`src/rtl/stage_wb_if.sv`:
```
// stage_wb_if: EX-stage inputs, decode read addresses and writeback outputs of stage_wb.
// The EX/decode side drives through master; stage_wb connects through slave.
interface stage_wb_if #(
  parameter int DATA_W = 32
);
  logic [DATA_W-1:0] alu_result_in;
  logic [DATA_W-1:0] mem_rdata_in;
  logic [DATA_W-1:0] link_in;
  logic [3:0]        reg_wa_in;
  logic              reg_we_in;
  logic              should_bypass_data_in;
  logic              bl_in;
  logic              branch_taken_in;
  logic              cond_pass_in;
  logic              is_invalid_in;
  logic [3:0]        rn_a_in;
  logic [3:0]        rm_a_in;
  logic              rn_re_in;
  logic              rm_re_in;
  logic              reg_we_final_out;
  logic [DATA_W-1:0] reg_wd_out;
  logic [3:0]        reg_wa_out;
  logic              stall_out;
  logic              make_invalid_out;
  logic [31:0]       retired_count_out;

  modport master (
    output alu_result_in, mem_rdata_in, link_in, reg_wa_in, reg_we_in,
           should_bypass_data_in, bl_in, branch_taken_in, cond_pass_in,
           is_invalid_in, rn_a_in, rm_a_in, rn_re_in, rm_re_in,
    input  reg_we_final_out, reg_wd_out, reg_wa_out, stall_out,
           make_invalid_out, retired_count_out
  );

  modport slave (
    input  alu_result_in, mem_rdata_in, link_in, reg_wa_in, reg_we_in,
           should_bypass_data_in, bl_in, branch_taken_in, cond_pass_in,
           is_invalid_in, rn_a_in, rm_a_in, rn_re_in, rm_re_in,
    output reg_we_final_out, reg_wd_out, reg_wa_out, stall_out,
           make_invalid_out, retired_count_out
  );
endinterface

```
`src/rtl/stage_wb.sv`:
```
// stage_wb: writeback stage -- register-file write port, RAW pending scoreboard,
// squash window after taken branches / PC writes, and the retired-instruction counter.
module stage_wb #(
  parameter int DATA_W = 32
) (
  input logic       clk,
  input logic       reset,
  stage_wb_if.slave bus
);
  localparam logic [1:0] FLUSH_CYCLES = 2'd2;
  localparam logic [3:0] PC_REG       = 4'd15;

  logic              commit;
  logic              ex_we;
  logic              flush_load;
  logic              squash;
  logic              hit_rn;
  logic              hit_rm;
  logic              vld_p1;
  logic [3:0]        wa_p1;
  logic              bypass_p1;
  logic              bl_p1;
  logic [DATA_W-1:0] alu_p1;
  logic [DATA_W-1:0] link_p1;
  logic [15:0]       pending_q;
  logic [15:0]       pending_d;
  logic [1:0]        flush_q;
  logic [1:0]        flush_d;
  logic [31:0]       retired_q;

  assign commit     = ~bus.is_invalid_in & bus.cond_pass_in;
  assign ex_we      = bus.reg_we_in & commit;
  assign flush_load = commit & (bus.branch_taken_in |
                                (bus.reg_we_in & (bus.reg_wa_in == PC_REG)));

  // EX -> WB boundary
  always_ff @(posedge clk or posedge reset) begin
    if (reset) begin
      vld_p1    <= 1'b0;
      wa_p1     <= '0;
      bypass_p1 <= 1'b0;
      bl_p1     <= 1'b0;
      alu_p1    <= '0;
      link_p1   <= '0;
    end else begin
      vld_p1    <= ex_we;
      wa_p1     <= bus.reg_wa_in;
      bypass_p1 <= bus.should_bypass_data_in;
      bl_p1     <= bus.bl_in;
      alu_p1    <= bus.alu_result_in;
      link_p1   <= bus.link_in;
    end
  end

  // A retiring write and a new write to the same register leave the bit set.
  always_comb begin
    pending_d = pending_q;
    if (vld_p1) pending_d[wa_p1] = 1'b0;
    if (ex_we)  pending_d[bus.reg_wa_in] = 1'b1;
  end

  always_comb begin
    flush_d = flush_q;
    if (flush_load)             flush_d = FLUSH_CYCLES;
    else if (flush_q != 2'd0)   flush_d = flush_q - 2'd1;
  end

  always_ff @(posedge clk or posedge reset) begin
    if (reset) begin
      pending_q <= '0;
      flush_q   <= '0;
      retired_q <= '0;
    end else begin
      pending_q <= pending_d;
      flush_q   <= flush_d;
      if (commit) retired_q <= retired_q + 32'd1;
    end
  end

  assign hit_rn = bus.rn_re_in & (pending_q[bus.rn_a_in] |
                                  (ex_we & (bus.rn_a_in == bus.reg_wa_in)));
  assign hit_rm = bus.rm_re_in & (pending_q[bus.rm_a_in] |
                                  (ex_we & (bus.rm_a_in == bus.reg_wa_in)));

  // Squash covers the trigger cycle itself; a squashed instruction never stalls.
  assign squash = ~reset & ((flush_q != 2'd0) | flush_load);

  assign bus.make_invalid_out  = squash;
  assign bus.stall_out         = ~reset & ~squash & (hit_rn | hit_rm);
  assign bus.reg_we_final_out  = vld_p1;
  assign bus.reg_wa_out        = wa_p1;
  assign bus.reg_wd_out        = bl_p1     ? link_p1 :
                                 bypass_p1 ? alu_p1  : bus.mem_rdata_in;
  assign bus.retired_count_out = retired_q;
endmodule

```
`src/flat_wrapper.sv`:
```
// flat-port wrapper written by rule: the top's interface ports become plain ports
module stage_wb_flat 
#(
  parameter int DATA_W = 32
)
  (clk, reset, bus_alu_result_in, bus_mem_rdata_in, bus_link_in, bus_reg_wa_in, bus_reg_we_in, bus_should_bypass_data_in, bus_bl_in, bus_branch_taken_in, bus_cond_pass_in, bus_is_invalid_in, bus_rn_a_in, bus_rm_a_in, bus_rn_re_in, bus_rm_re_in, bus_reg_we_final_out, bus_reg_wd_out, bus_reg_wa_out, bus_stall_out, bus_make_invalid_out, bus_retired_count_out);
  stage_wb_if #(.DATA_W(DATA_W)) bus_i ();
  input logic clk;
  input logic reset;
  input wire logic [$bits(bus_i.alu_result_in)-1:0] bus_alu_result_in;
  input wire logic [$bits(bus_i.mem_rdata_in)-1:0] bus_mem_rdata_in;
  input wire logic [$bits(bus_i.link_in)-1:0] bus_link_in;
  input wire logic [$bits(bus_i.reg_wa_in)-1:0] bus_reg_wa_in;
  input wire logic [$bits(bus_i.reg_we_in)-1:0] bus_reg_we_in;
  input wire logic [$bits(bus_i.should_bypass_data_in)-1:0] bus_should_bypass_data_in;
  input wire logic [$bits(bus_i.bl_in)-1:0] bus_bl_in;
  input wire logic [$bits(bus_i.branch_taken_in)-1:0] bus_branch_taken_in;
  input wire logic [$bits(bus_i.cond_pass_in)-1:0] bus_cond_pass_in;
  input wire logic [$bits(bus_i.is_invalid_in)-1:0] bus_is_invalid_in;
  input wire logic [$bits(bus_i.rn_a_in)-1:0] bus_rn_a_in;
  input wire logic [$bits(bus_i.rm_a_in)-1:0] bus_rm_a_in;
  input wire logic [$bits(bus_i.rn_re_in)-1:0] bus_rn_re_in;
  input wire logic [$bits(bus_i.rm_re_in)-1:0] bus_rm_re_in;
  output wire logic [$bits(bus_i.reg_we_final_out)-1:0] bus_reg_we_final_out;
  output wire logic [$bits(bus_i.reg_wd_out)-1:0] bus_reg_wd_out;
  output wire logic [$bits(bus_i.reg_wa_out)-1:0] bus_reg_wa_out;
  output wire logic [$bits(bus_i.stall_out)-1:0] bus_stall_out;
  output wire logic [$bits(bus_i.make_invalid_out)-1:0] bus_make_invalid_out;
  output wire logic [$bits(bus_i.retired_count_out)-1:0] bus_retired_count_out;
  assign bus_i.alu_result_in = bus_alu_result_in;
  assign bus_i.mem_rdata_in = bus_mem_rdata_in;
  assign bus_i.link_in = bus_link_in;
  assign bus_i.reg_wa_in = bus_reg_wa_in;
  assign bus_i.reg_we_in = bus_reg_we_in;
  assign bus_i.should_bypass_data_in = bus_should_bypass_data_in;
  assign bus_i.bl_in = bus_bl_in;
  assign bus_i.branch_taken_in = bus_branch_taken_in;
  assign bus_i.cond_pass_in = bus_cond_pass_in;
  assign bus_i.is_invalid_in = bus_is_invalid_in;
  assign bus_i.rn_a_in = bus_rn_a_in;
  assign bus_i.rm_a_in = bus_rm_a_in;
  assign bus_i.rn_re_in = bus_rn_re_in;
  assign bus_i.rm_re_in = bus_rm_re_in;
  assign bus_reg_we_final_out = bus_i.reg_we_final_out;
  assign bus_reg_wd_out = bus_i.reg_wd_out;
  assign bus_reg_wa_out = bus_i.reg_wa_out;
  assign bus_stall_out = bus_i.stall_out;
  assign bus_make_invalid_out = bus_i.make_invalid_out;
  assign bus_retired_count_out = bus_i.retired_count_out;
  stage_wb #(.DATA_W(DATA_W)) u_core (.clk(clk), .reset(reset), .bus(bus_i));
endmodule
```
`config.mk`:
```
export PLATFORM = sky130hd
export DESIGN_NAME = stage_wb_flat
export DESIGN_NICKNAME = d
export VERILOG_FILES = /design/src/rtl/stage_wb_if.sv /design/src/rtl/stage_wb.sv /design/src/flat_wrapper.sv
export SDC_FILE = /design/constraint.sdc
export NUM_CORES = 1
export LEC_CHECK = 0
export CAP_MARGIN = 25
export CORE_AREA = 2 2 118 120
export DETAILED_ROUTE_END_ITERATION = 8
export DIE_AREA = 0 0 120 122
export PLACE_DENSITY = 0.81
export SYNTH_ARGS = -nofsm -noshare
export SYNTH_HDL_FRONTEND = slang
export SYNTH_SLANG_ARGS = --single-unit
```
`constraint.sdc`:
```
create_clock -name clk -period 5.4 [get_ports clk]
set_input_delay 1.08 -clock clk [delete_from_list [all_inputs] [get_ports clk]]
set_output_delay 1.08 -clock clk [all_outputs]
set_load 0.02 [all_outputs]
```
==> impl_metrics.py <==
metrics = {
    "setup_path": {
        "crit_top_cell": "clkdlybuf4s50_1",
        "cp_max_fo": 5,
        "critical-path-max-stage-delay_ns": 0.62,
        "crit_start": "bus_rn_a_in[0]",
        "crit_path_start_kind": "input port",
        "cp_data_required_time_ns": 4.32,
        "cp_num_buf_inv": 2,
        "endpoint_kind": "output port",
        "crit_slowest_cell": "clkdlybuf4s50_1",
        "critPathArrivalTime_ns": 3.57,
        "crit_chain": "clkdlybuf4s50_1 > mux4_2 > nor2b_1 > a211o_1 > a21oi_1 > o22ai_1 > clkdlybuf4s50_1",
        "worstReg2RegStart": "u_core.bus.retired_count_out[5]",
        "cp_top_family": "buffers and inverters",
        "critical_path_class": "in2out",
    },
    "floorplanning": {
        "core_area_um2": 13500,
        "io_pins": 189,
        "rows": 43,
        "chipHeight_um": 122,
        "initial_utilization_pct": 37.7,
        "die_area_um2": 14600,
        "fp.dieW_um": 120,
    },
    "logic_synthesis": {
        "synthDistinctLibCells": 38,
        "avgSynthCellArea_um2": 11.9,
        "ys_seq_area_share_pct": 59.5,
        "yosys-top-cells-area": "dfrtp_1 (59%), mux2i_1 (6.7%), o21ai_0 (6.2%)",
        "yosysTopAreaCell": "dfrtp_1",
        "synthesis.instances": 429,
        "synth_area_um2": 5090,
        "yosysTopAreaCellShare_pct": 59.5,
        "synth_nets": 549,
        "ys_warn_count": 0,
        "synth_seq_cells": 121,
    },
    "timing": {
        "finalSetupViolations": 0,
        "max_freq_mhz": 215,
        "finalCritPeriodShare_pct": 86.1,
        "skew_ns": 0.00488,
        "slew_headroom_pct": 35.9,
        "finalSetupTns_ns": 0,
        "hold_violations": 0,
        "tightest_slew_ns": 0.962,
        "rsz0062_at_grt": "false",
        "slew_violations": 0,
        "period_needed_ns": 4.65,
    },
    "power_and_ir_drop": {
        "ir_drop_mv": 0.252,
        "p_total_w": 0.00264,
        "p_per_area_nw_per_um2": 342,
        "clockPowerShare_pct": 43.3,
        "seqPwrFrac_pct": 40.2,
        "leakagePower_nw": 3.24,
        "switchingPower_w": 0.000644,
        "p_comb_share_pct": 16.5,
        "switching_share_pct": 24.3,
        "intPower_w": 0.00200,
    },
    "detailed_routing": {
        "first_iter_violations": 162,
        "dr.pass1.iters": 4,
        "viasPerCell": 4.94,
        "wl_um": 12900,
        "post_drt_wl_per_cell_um": 16.0,
        "via_count": 4010,
        "drt.antenna.violating_nets": 0,
        "drc": 0,
    },
    "finish": {
        "antenna_cells": 0,
        "synthToLayoutAreaGrowth_pct": 51.8,
        "final_nets": 738,
        "final_cell_mix": "clkdlybuf4s50_1 (188), dfrtp_1 (119), o21ai_0 (63)",
        "drive_gt1_share_pct": 7.45,
        "final_common_cell": "clkdlybuf4s50_1",
    },
    "placement": {
        "gp_congestion": 0.856,
        "dp_hpwl_um": 9520,
        "port_buffers": 188,
    },
    "clock_tree": {
        "cts_num_sinks": 121,
        "clk_latency_ns": 0.41,
        "cts_setup_buffers": 0,
        "path_clk_slew_ns": 0.05,
        "numCtsBuffers": 17,
        "cts_resized": 0,
        "cts.hold.buffers_added": 0,
        "clockBufferDepth": 2,
        "root_buffer": "clkbuf_16",
        "cts_tree": "built",
        "htree_levels": 4,
    },
    "global_routing": {
        "first_global_vias": 4038,
        "track_usage_pct": 17.9,
        "grt_max_degree": 65,
        "globalRoute.totalOverflow": 0,
        "grt_pass1_wl_um": 20200,
        "antenna_found_initial": 0,
    },
    "min_path": {
        "hold_class": "reg2reg",
        "hold_path_startpoint": "u_core.bus.retired_count_out[31]",
    },
    "job": {
        "cap_violations": 0,
    },
    "status": {
        "status": "completed",
    },
}
-- stage by stage --
step           util, %  hold slack [ns]  setup WS (ns)  cells  instance area [um2]
5_1_grt           57.2            0.495          0.656    811                 7730
6_report          57.2            0.475          0.752    811                 7730
3_3_place_gp      52.7            0.455          0.790    779                 7120
2_1_floorplan        -            0.470         0.0146    429                 5090
3_5_place_dp      52.7            0.463          0.769    779                 7120
4_1_cts           57.2            0.474          0.764    811                 7730
-- Yosys cell counts --
library cell    n
a211o_1         2
a21oi_1         3
and2_1          1
and2_2          1
and3_1          1
and3b_1         1
and4_1          5
buf_1           1
buf_2           5
buf_4           1
buf_6           2
clkbuf_1       11
dfrtp_1       121
ha_1            2
inv_1           6
mux2i_1        34
mux4_1          3
mux4_2          5
nand2_1        55
nand2b_1        9
nand3_1        14
nand3_2         1
nand3b_1        4
nand4_1        11
nor2_1         11
nor2b_1         3
nor3_1          2
nor3_2          2
nor3_4          2
o211ai_1        1
o21ai_0        63
o22ai_1         1
o2bb2a_1        1
o31ai_1         2
or2_2           2
or3_1           1
xnor2_1        27
xor2_1         12
-- final cells by class --
| type | instances | area [um2] |
|---|---|---|
| Sequential cell | 121 | 3030 |
| Multi-Input combinational cell | 282 | 1940 |
| Clock buffer | 24 | 492 |
| Fill cell | 1108 | 5780 |
| Clock inverter | 8 | 118 |
| Timing Repair Buffer | 190 | 1900 |
| Tap cell | 180 | 225 |
| Inverter | 6 | 25.0 |
-- worst register-to-register path, stage by stage, from the launching register on --
cell and delay, ns:
dfrtp_1 0.43, and4_1 0.27, and4_1 0.38, and2_2 0.25, and4_1 0.20, xor2_1 0.14
-- registers in the layout, indices dropped and copies added (netlist names) --
name	cells
u_core.pending_q	16
u_core.bus.reg_we_final_out	1
u_core.flush_q	2
u_core.bypass_p1	1
u_core.alu_p1	32
u_core.link_p1	32
u_core.bus.retired_count_out	32
u_core.bl_p1	1
u_core.bus.reg_wa_out	4
-- power by group through the flow --
stage                     Combinational [W]  Sequential [W]  Clock [W]
after floorplan                    0.000212         0.00107          0
after global placement             0.000426         0.00107          0
after detailed placement           0.000439         0.00108          0
after CTS                          0.000441         0.00106    0.00117
after global routing               0.000475         0.00107    0.00121
final                              0.000436         0.00106    0.00115
-- worst paths after layout --
check	endpoint	slack, ns	depth (start not counted)
max in group asynchronous	u_core.bypass_p1	2.77	4
min	u_core.bus.retired_count_out[31]	0.48	1
max reg2reg	u_core.bus.retired_count_out[22]	3.65	5
min reg2reg	u_core.bus.retired_count_out[31]	0.48	1
max	bus_stall_out	0.75	7
min in group asynchronous	u_core.flush_q[1]	0.95	2
-- metal layers --
metal | up-vias | routed length [um] | GRT usage, %
met4 | 0 | 158 | 6.47
li1 | 1871 | - | -
met5 | - | 0 | 0
met3 | 15 | 1000 | 5.85
met2 | 161 | 6440 | 30.3
met1 | 1963 | 5340 | 21.4
-- kinds of logic after synthesis --
logic type      after synthesis  share of synthesized area (%)
xor+xnor                     39                           6.71
simple gates                126                           12.9
fa+ha+maj                     2                          0.491
buf+inv                      26                           2.41
mux                          42                           10.4
compound gates               73                           7.59
flops                       121                           59.5
No activity file was read; power rests on OpenSTA's default activity.
